## src/rtl/multicycle_ctrl_pkg.sv

```systemverilog
// Shared types and encodings for the multicycle RISC-V control unit.
// The TRAP state exists only when MULTICYCLE_CTRL_TRAP_EN is defined.
package multicycle_ctrl_pkg;

    typedef enum logic [3:0] {
        FETCH,
        DECODE,
        MEMADR,
        MEMREAD,
        MEMWB,
        MEMWRITE,
        EXEC_R,
        EXEC_I,
        ALUWB,
        BEQ,
        JAL
`ifdef MULTICYCLE_CTRL_TRAP_EN
        ,
        TRAP
`endif
    } state_t;

    localparam logic [6:0] OP_LW    = 7'b0000011;
    localparam logic [6:0] OP_SW    = 7'b0100011;
    localparam logic [6:0] OP_RTYPE = 7'b0110011;
    localparam logic [6:0] OP_ITYPE = 7'b0010011;
    localparam logic [6:0] OP_BEQ   = 7'b1100011;
    localparam logic [6:0] OP_JAL   = 7'b1101111;

    localparam logic [2:0] ALU_ADD = 3'b000;
    localparam logic [2:0] ALU_SUB = 3'b001;
    localparam logic [2:0] ALU_AND = 3'b010;
    localparam logic [2:0] ALU_OR  = 3'b011;
    localparam logic [2:0] ALU_SLT = 3'b101;

    localparam logic       ADR_PC     = 1'b0;
    localparam logic       ADR_RESULT = 1'b1;

    localparam logic [1:0] RES_ALUOUT    = 2'b00;
    localparam logic [1:0] RES_DATA      = 2'b01;
    localparam logic [1:0] RES_ALURESULT = 2'b10;

    localparam logic [1:0] SRCA_PC    = 2'b00;
    localparam logic [1:0] SRCA_OLDPC = 2'b01;
    localparam logic [1:0] SRCA_RD1   = 2'b10;

    localparam logic [1:0] SRCB_RD2  = 2'b00;
    localparam logic [1:0] SRCB_IMM  = 2'b01;
    localparam logic [1:0] SRCB_FOUR = 2'b10;

    localparam logic [1:0] IMM_I = 2'b00;
    localparam logic [1:0] IMM_S = 2'b01;
    localparam logic [1:0] IMM_B = 2'b10;
    localparam logic [1:0] IMM_J = 2'b11;

endpackage

```

## src/rtl/multicycle_ctrl_alu_decoder.sv

```systemverilog
// Combinational ALU operation decode for the EXEC_R / EXEC_I states.
module alu_decoder
    import multicycle_ctrl_pkg::*;
(
    input  logic [2:0] funct3,
    input  logic       funct7b5,
    input  logic       rtype,
    output logic [2:0] alu_control
);

    always_comb begin
        alu_control = ALU_ADD;
        case (funct3)
            3'b000:  alu_control = (rtype && funct7b5) ? ALU_SUB : ALU_ADD;
            3'b010:  alu_control = ALU_SLT;
            3'b110:  alu_control = ALU_OR;
            3'b111:  alu_control = ALU_AND;
            default: alu_control = ALU_ADD;
        endcase
    end

endmodule

```

## src/rtl/multicycle_ctrl.sv

```systemverilog
// Moore control FSM for a multicycle RISC-V datapath with optional memory-wait timeout.
// Define MULTICYCLE_CTRL_TRAP_EN to trap on unknown opcodes instead of treating them as NOPs.
module multicycle_ctrl
    import multicycle_ctrl_pkg::*;
#(
    parameter int WAIT_TIMEOUT = 0
) (
    input  logic       clk,
    input  logic       rst,
    input  logic [6:0] op,
    input  logic [2:0] funct3,
    input  logic       funct7b5,
    input  logic       zero,
    input  logic       mem_ready,
    output logic       pc_write,
    output logic       adr_src,
    output logic       mem_write,
    output logic       ir_write,
    output logic       reg_write,
    output logic [1:0] result_src,
    output logic [1:0] alu_src_a,
    output logic [1:0] alu_src_b,
    output logic [1:0] imm_src,
    output logic [2:0] alu_control,
    output logic       mem_timeout
`ifdef MULTICYCLE_CTRL_TRAP_EN
    ,
    output logic       trap
`endif
);

    state_t     state, state_n;
    logic       expired;
    logic       ready_eff;
    logic [2:0] alu_dec;

    always_ff @(posedge clk) begin
        if (!rst) state <= FETCH;
        else      state <= state_n;
    end

    // The wait counter restarts whenever the FSM changes state, which covers every entry into a wait state.
    generate
        if (WAIT_TIMEOUT > 0) begin : g_timeout
            localparam int CNT_W = $clog2(WAIT_TIMEOUT + 1);
            logic [CNT_W-1:0] cnt;
            logic             wait_st;

            assign wait_st = (state == FETCH) || (state == MEMREAD) || (state == MEMWRITE);
            assign expired = wait_st && !mem_ready && (cnt == CNT_W'(WAIT_TIMEOUT - 1));

            always_ff @(posedge clk) begin
                if (!rst)                      cnt <= '0;
                else if (state_n != state)     cnt <= '0;
                else if (wait_st && !mem_ready) cnt <= cnt + 1'b1;
            end
        end else begin : g_no_timeout
            assign expired = 1'b0;
        end
    endgenerate

    always_ff @(posedge clk) begin
        if (!rst)        mem_timeout <= 1'b0;
        else if (expired) mem_timeout <= 1'b1;
    end

    assign ready_eff = mem_ready | expired;

    alu_decoder u_alu_decoder (
        .funct3      (funct3),
        .funct7b5    (funct7b5),
        .rtype       (state == EXEC_R),
        .alu_control (alu_dec)
    );

    always_comb begin
        state_n     = state;
        pc_write    = 1'b0;
        ir_write    = 1'b0;
        mem_write   = 1'b0;
        reg_write   = 1'b0;
        adr_src     = ADR_PC;
        result_src  = RES_ALUOUT;
        alu_src_a   = SRCA_PC;
        alu_src_b   = SRCB_RD2;
        alu_control = ALU_ADD;
`ifdef MULTICYCLE_CTRL_TRAP_EN
        trap        = 1'b0;
`endif
        case (state)
            FETCH: begin
                alu_src_b  = SRCB_FOUR;
                result_src = RES_ALURESULT;
                ir_write   = mem_ready;
                pc_write   = mem_ready;
                if (ready_eff) state_n = DECODE;
            end
            DECODE: begin
                alu_src_a = SRCA_OLDPC;
                alu_src_b = SRCB_IMM;
                case (op)
                    OP_LW, OP_SW: state_n = MEMADR;
                    OP_RTYPE:     state_n = EXEC_R;
                    OP_ITYPE:     state_n = EXEC_I;
                    OP_BEQ:       state_n = BEQ;
                    OP_JAL:       state_n = JAL;
`ifdef MULTICYCLE_CTRL_TRAP_EN
                    default:      state_n = TRAP;
`else
                    default:      state_n = FETCH;
`endif
                endcase
            end
            MEMADR: begin
                alu_src_a = SRCA_RD1;
                alu_src_b = SRCB_IMM;
                state_n   = (op == OP_LW) ? MEMREAD : MEMWRITE;
            end
            MEMREAD: begin
                adr_src = ADR_RESULT;
                if (ready_eff) state_n = MEMWB;
            end
            MEMWB: begin
                result_src = RES_DATA;
                reg_write  = 1'b1;
                state_n    = FETCH;
            end
            MEMWRITE: begin
                adr_src   = ADR_RESULT;
                mem_write = 1'b1;
                if (ready_eff) state_n = FETCH;
            end
            EXEC_R: begin
                alu_src_a   = SRCA_RD1;
                alu_src_b   = SRCB_RD2;
                alu_control = alu_dec;
                state_n     = ALUWB;
            end
            EXEC_I: begin
                alu_src_a   = SRCA_RD1;
                alu_src_b   = SRCB_IMM;
                alu_control = alu_dec;
                state_n     = ALUWB;
            end
            ALUWB: begin
                reg_write = 1'b1;
                state_n   = FETCH;
            end
            BEQ: begin
                alu_src_a   = SRCA_RD1;
                alu_src_b   = SRCB_RD2;
                alu_control = ALU_SUB;
                pc_write    = zero;
                state_n     = FETCH;
            end
            JAL: begin
                alu_src_a = SRCA_OLDPC;
                alu_src_b = SRCB_FOUR;
                pc_write  = 1'b1;
                state_n   = ALUWB;
            end
`ifdef MULTICYCLE_CTRL_TRAP_EN
            TRAP: begin
                trap = 1'b1;
            end
`endif
            default: state_n = FETCH;
        endcase
        // Reset aborts whatever the current state would have written.
        if (!rst) begin
            pc_write  = 1'b0;
            ir_write  = 1'b0;
            mem_write = 1'b0;
            reg_write = 1'b0;
        end
    end

    always_comb begin
        imm_src = IMM_I;
        case (op)
            OP_SW:   imm_src = IMM_S;
            OP_BEQ:  imm_src = IMM_B;
            OP_JAL:  imm_src = IMM_J;
            default: imm_src = IMM_I;
        endcase
    end

endmodule

```

## config.mk

```make
export PLATFORM = sky130hd
export DESIGN_NAME = multicycle_ctrl
export DESIGN_NICKNAME = d
export VERILOG_FILES = /design/src/rtl/multicycle_ctrl_pkg.sv /design/src/rtl/multicycle_ctrl_alu_decoder.sv /design/src/rtl/multicycle_ctrl.sv
export SDC_FILE = /design/constraint.sdc
export NUM_CORES = 1
export LEC_CHECK = 0
export BUFFER_PORTS_ARGS = -buffer_cell sky130_fd_sc_hd__buf_2
export CORE_MARGIN = 2
export CORE_UTILIZATION = 43
export DETAILED_ROUTE_END_ITERATION = 16
export PLACE_DENSITY = 0.76
export SETUP_SLACK_MARGIN = 0.02
export SLEW_MARGIN = 20
export SYNTH_ARGS = -nofsm -noshare
export SYNTH_HDL_FRONTEND = slang
export SYNTH_SLANG_ARGS = --single-unit
```

## constraint.sdc

```tcl
create_clock -name clk -period 1.5 [get_ports clk]
set_input_delay 0.15 -clock clk [delete_from_list [all_inputs] [get_ports clk]]
set_output_delay 0.15 -clock clk [all_outputs]
set_load 0.005 [all_outputs]
```

==> Implementation_results.wiki <==
{| class="wikitable"
! Metric !! Value
|-
| Starting Density || 45.96%
|-
| Post-synthesis net count || 105
|-
| Final setup margin || 0.06115 ns
|-
| Setup repair after global routing missed its margin || true
|-
| Routed wire length per instance || 12.16 um
|-
| Worst-case clock buffer depth || 2
|-
| Setup slack at placement || 0.02148 ns
|-
| First-pass GRT wire length || 2594 um
|-
| Largest stage delay on the critical path || 0.36 ns
|-
| Crit path DAT || 1.29 ns
|-
| Worst Setup End Kind || output pin
|-
| Peak clock frequency supported by timing || 695.0 MHz
|-
| Die outline width || 41.06 um
|-
| Layout filler cell count || 105
|-
| Crit-path max FO || 7
|-
| Total wire length after detailed routing || 1800 um
|-
| Path category of the worst min-delay check || input pin to register
|-
| Cell area after synthesis || 590.6 um2
|-
| Top library cells by usage in the layout, fill and taps aside || sky130_fd_sc_hd__buf_2, sky130_fd_sc_hd__buf_4, sky130_fd_sc_hd__nand2_1, sky130_fd_sc_hd__nor2_1, sky130_fd_sc_hd__nor3_1
|-
| Pre-antenna DRT Iters || 4
|-
| Via count of the first global-routing pass || 651
|-
| Sink Count || 4
|-
| Final count of hold timing violations || 0
|-
| Placed cell count || 138
|-
| Count of vias placed by the detailed router || 814
|-
| GR Layer Usage met3 || 2.174%
|-
| Most frequent standard cell in the layout excluding fill and tap cells || sky130_fd_sc_hd__buf_2
|-
| Setup crit start kind || register
|-
| Setup Crit Path Kind || register to output pin
|-
| Count of final max-slew check failures || 0
|-
| Global-route track usage on met2 || 44.14%
|-
| Worst vdd ir || 0.0003575 V
|-
| Most prevalent standard cell on the critical path || sky130_fd_sc_hd__buf_4
|-
| Overall overflow remaining after global route || 0
|-
| Final routed DRC violation total || 0
|-
| Quantity of hold-fixing buffers added after cts || 0
|-
| Run status || finished, final reports clean
|-
| Fraction of final layout cells sized beyond drive strength 1 || 48.12%
|-
| Synth warn || 0
|-
| Clock skew || 0.003247 ns
|-
| Die Footprint || 1686 um2
|-
| Netlist cell types || 36
|-
| Number of placed I/O pins || 32
|-
| Signed area change from the synthesized netlist to the final layout || 60.38%
|-
| Number of maximum-capacitance constraint violations || 0
|-
| Data required time at the worst endpoint || 1.35 ns
|-
| Clock Tree Root || sky130_fd_sc_hd__clkbuf_4
|-
| Largest net degree at the start of global routing || 13
|-
| DP Wirelength || 1351 um
|-
| GR peak layer || met2
|-
| Number of flip-flops in the largest register || 4
|-
| Overall die height || 41.06 um
|-
| GR Util met1 || 25.81%
|-
| Accumulated negative setup slack || 0 ns
|-
| Final GP Congestion || 0.8975
|-
| Most flop-heavy register || state
|-
| Number of non-filler instances in the completed layout || 148
|-
| Post-synthesis sequential area ratio || 13.56%
|-
| Synthesized flop and latch total || 4
|-
| Cell-by-cell listing of the critical path || buf_4 -> buf_4 -> xor2_1 -> and3_1 -> buf_2
|-
| Count of standard-cell rows || 13
|-
| End-of-flow core utilization || 73.71%
|-
| Number of vias per cell || 5.500
|-
| TritonCTS clock tree || yes
|-
| Cell with the largest stage delay on the worst path || sky130_fd_sc_hd__dfxtp_4
|-
| Top flop regs || state (4)
|-
| Final-report setup violation count || 0
|-
| Number of nets at the end of the flow || 150
|-
| Placeable Area || 1285 um2
|-
| Cell count after synthesis || 90
|-
| Global-route total usage across every layer || 22.15%
|-
| Power Dens Cells || 477.4 nW/um2
|-
| H-tree levels || 1
|-
| Inserted Diodes || 0
|-
| Crit share post-route || 95.92%
|-
| Design Power || 0.0004522 W
|-
| Initial DRC Count || 14
|-
| TritonCTS Buffers || 3
|-
| Port buffer count || 30
|-
| Min Tclk post-route || 1.439 ns
|-
| Antenna viol nets, final || 0
|-
| Number of antenna violations at the first check in global routing || 0
|-
| Static power due to leakage || 0.4895 nW
|-
| Synthesized area divided by synthesized cell count || 6.562 um2
|-
| Register clock-pin slew on the reported worst setup and hold paths || 0.04 ns
|-
| Clock latency of the later-clocked register in the worst-skew pair || 0.23 ns
|}
==> timing repair <==
action | CTS | global route
gates cloned | 0 | 0
setup endpoints to repair | 7 | 9
setup buffers | 0 | 7
pin swaps | 0 | 4
resized for setup | 7 | 15
==> critical path, delay by kind of cell, from the launching register on <==
kind                   cells  cell delay (ns)
buffers and inverters      3             0.41
flip-flops                 1             0.36
AND/OR/NAND/NOR            1             0.16
XOR/XNOR                   1             0.12
==> cells in the mapped netlist <==
cell	instances	share of area, %
sky130_fd_sc_hd__o21ai_0	3	2.5
sky130_fd_sc_hd__o41ai_1	1	1.5
sky130_fd_sc_hd__a32o_1	2	3.4
sky130_fd_sc_hd__nor4b_1	2	3.0
sky130_fd_sc_hd__nor3b_1	2	2.5
sky130_fd_sc_hd__nand2b_1	4	4.2
sky130_fd_sc_hd__inv_1	2	1.3
sky130_fd_sc_hd__nand2_1	8	5.1
sky130_fd_sc_hd__a22oi_1	1	1.3
sky130_fd_sc_hd__o22ai_1	2	2.1
sky130_fd_sc_hd__o21bai_1	1	1.3
sky130_fd_sc_hd__or3_1	3	3.2
sky130_fd_sc_hd__and2_1	1	1.1
sky130_fd_sc_hd__a31oi_1	1	1.1
sky130_fd_sc_hd__and3_1	4	4.2
sky130_fd_sc_hd__buf_2	4	3.4
sky130_fd_sc_hd__buf_1	1	0.63
sky130_fd_sc_hd__buf_4	1	1.3
sky130_fd_sc_hd__nand3_1	3	2.5
sky130_fd_sc_hd__clkbuf_1	2	1.3
sky130_fd_sc_hd__o22a_1	1	1.5
sky130_fd_sc_hd__xnor2_1	2	3.0
sky130_fd_sc_hd__and4b_1	1	1.7
sky130_fd_sc_hd__nor3_1	5	4.2
sky130_fd_sc_hd__nor2_1	10	6.4
sky130_fd_sc_hd__mux2_2	1	1.9
sky130_fd_sc_hd__xor2_1	2	3.0
sky130_fd_sc_hd__conb_1	1	0.63
sky130_fd_sc_hd__nor2b_1	2	2.1
sky130_fd_sc_hd__and3b_1	3	4.4
sky130_fd_sc_hd__a21boi_0	1	1.3
sky130_fd_sc_hd__dfxtp_1	4	14
sky130_fd_sc_hd__or4_1	2	2.5
sky130_fd_sc_hd__a21o_1	1	1.3
sky130_fd_sc_hd__a21oi_1	5	4.2
sky130_fd_sc_hd__a31o_2	1	1.5
==> where the power goes <==
| part | switching (W) | internal [W] |
|---|---|---|
| clock network | 0.0000388 | 0.0000892 |
| logic | 0.0000987 | 0.000111 |
| registers | 0.00000730 | 0.000107 |
==> per-layer routing <==
layer | routed length (um) | part of all wire, % | vias up
met1 | 758 | 42 | 372
met4 | 0 | 0 | 0
li1 | - | - | 415
met2 | 952 | 53 | 27
met5 | 0 | 0 | -
met3 | 90 | 5.0 | 0
==> kinds of logic (layout without fill, tap and decap cells) <==
group,Yosys count,in the layout,synth area share (%)
mux,1,1,1.907
simple gates,50,50,47.24
xor+xnor,4,4,5.933
flops,4,4,13.56
buf+inv,10,53,7.840
compound gates,20,20,22.88
other cells,1,1,0.6350
==> final cells by class <==
class	instances	area (um2)	area share (%)
clock buffers	3	22.52	2.378
multi-input cells	76	498.0	52.58
well taps	15	18.77	1.982
repair buffers	48	305.3	32.23
flip-flops and latches	4	95.09	10.04
inverters	2	7.507	0.7926
==> per-stage QoR <==
stage | cell area [um2] | hold WS [ns]
after floorplan | 590.6 | 0.2959
after global placement | 815.8 | 0.4696
after detailed placement | 815.8 | 0.4818
after CTS | 854.6 | 0.2463
after global routing | 947.2 | 0.2427
final | 947.2 | 0.2535
==> worst paths after layout <==
kind                    end  slack (ns)  cells after the start      from
hold / removal     state[2]        0.25                      2       rst
setup / recovery  reg_write        0.06                      5  state[3]
hold reg to reg    state[1]        0.62                      1  state[1]
setup reg to reg   state[0]        0.15                      3  state[1]
Note: power is estimated with default switching activity, not from simulation.
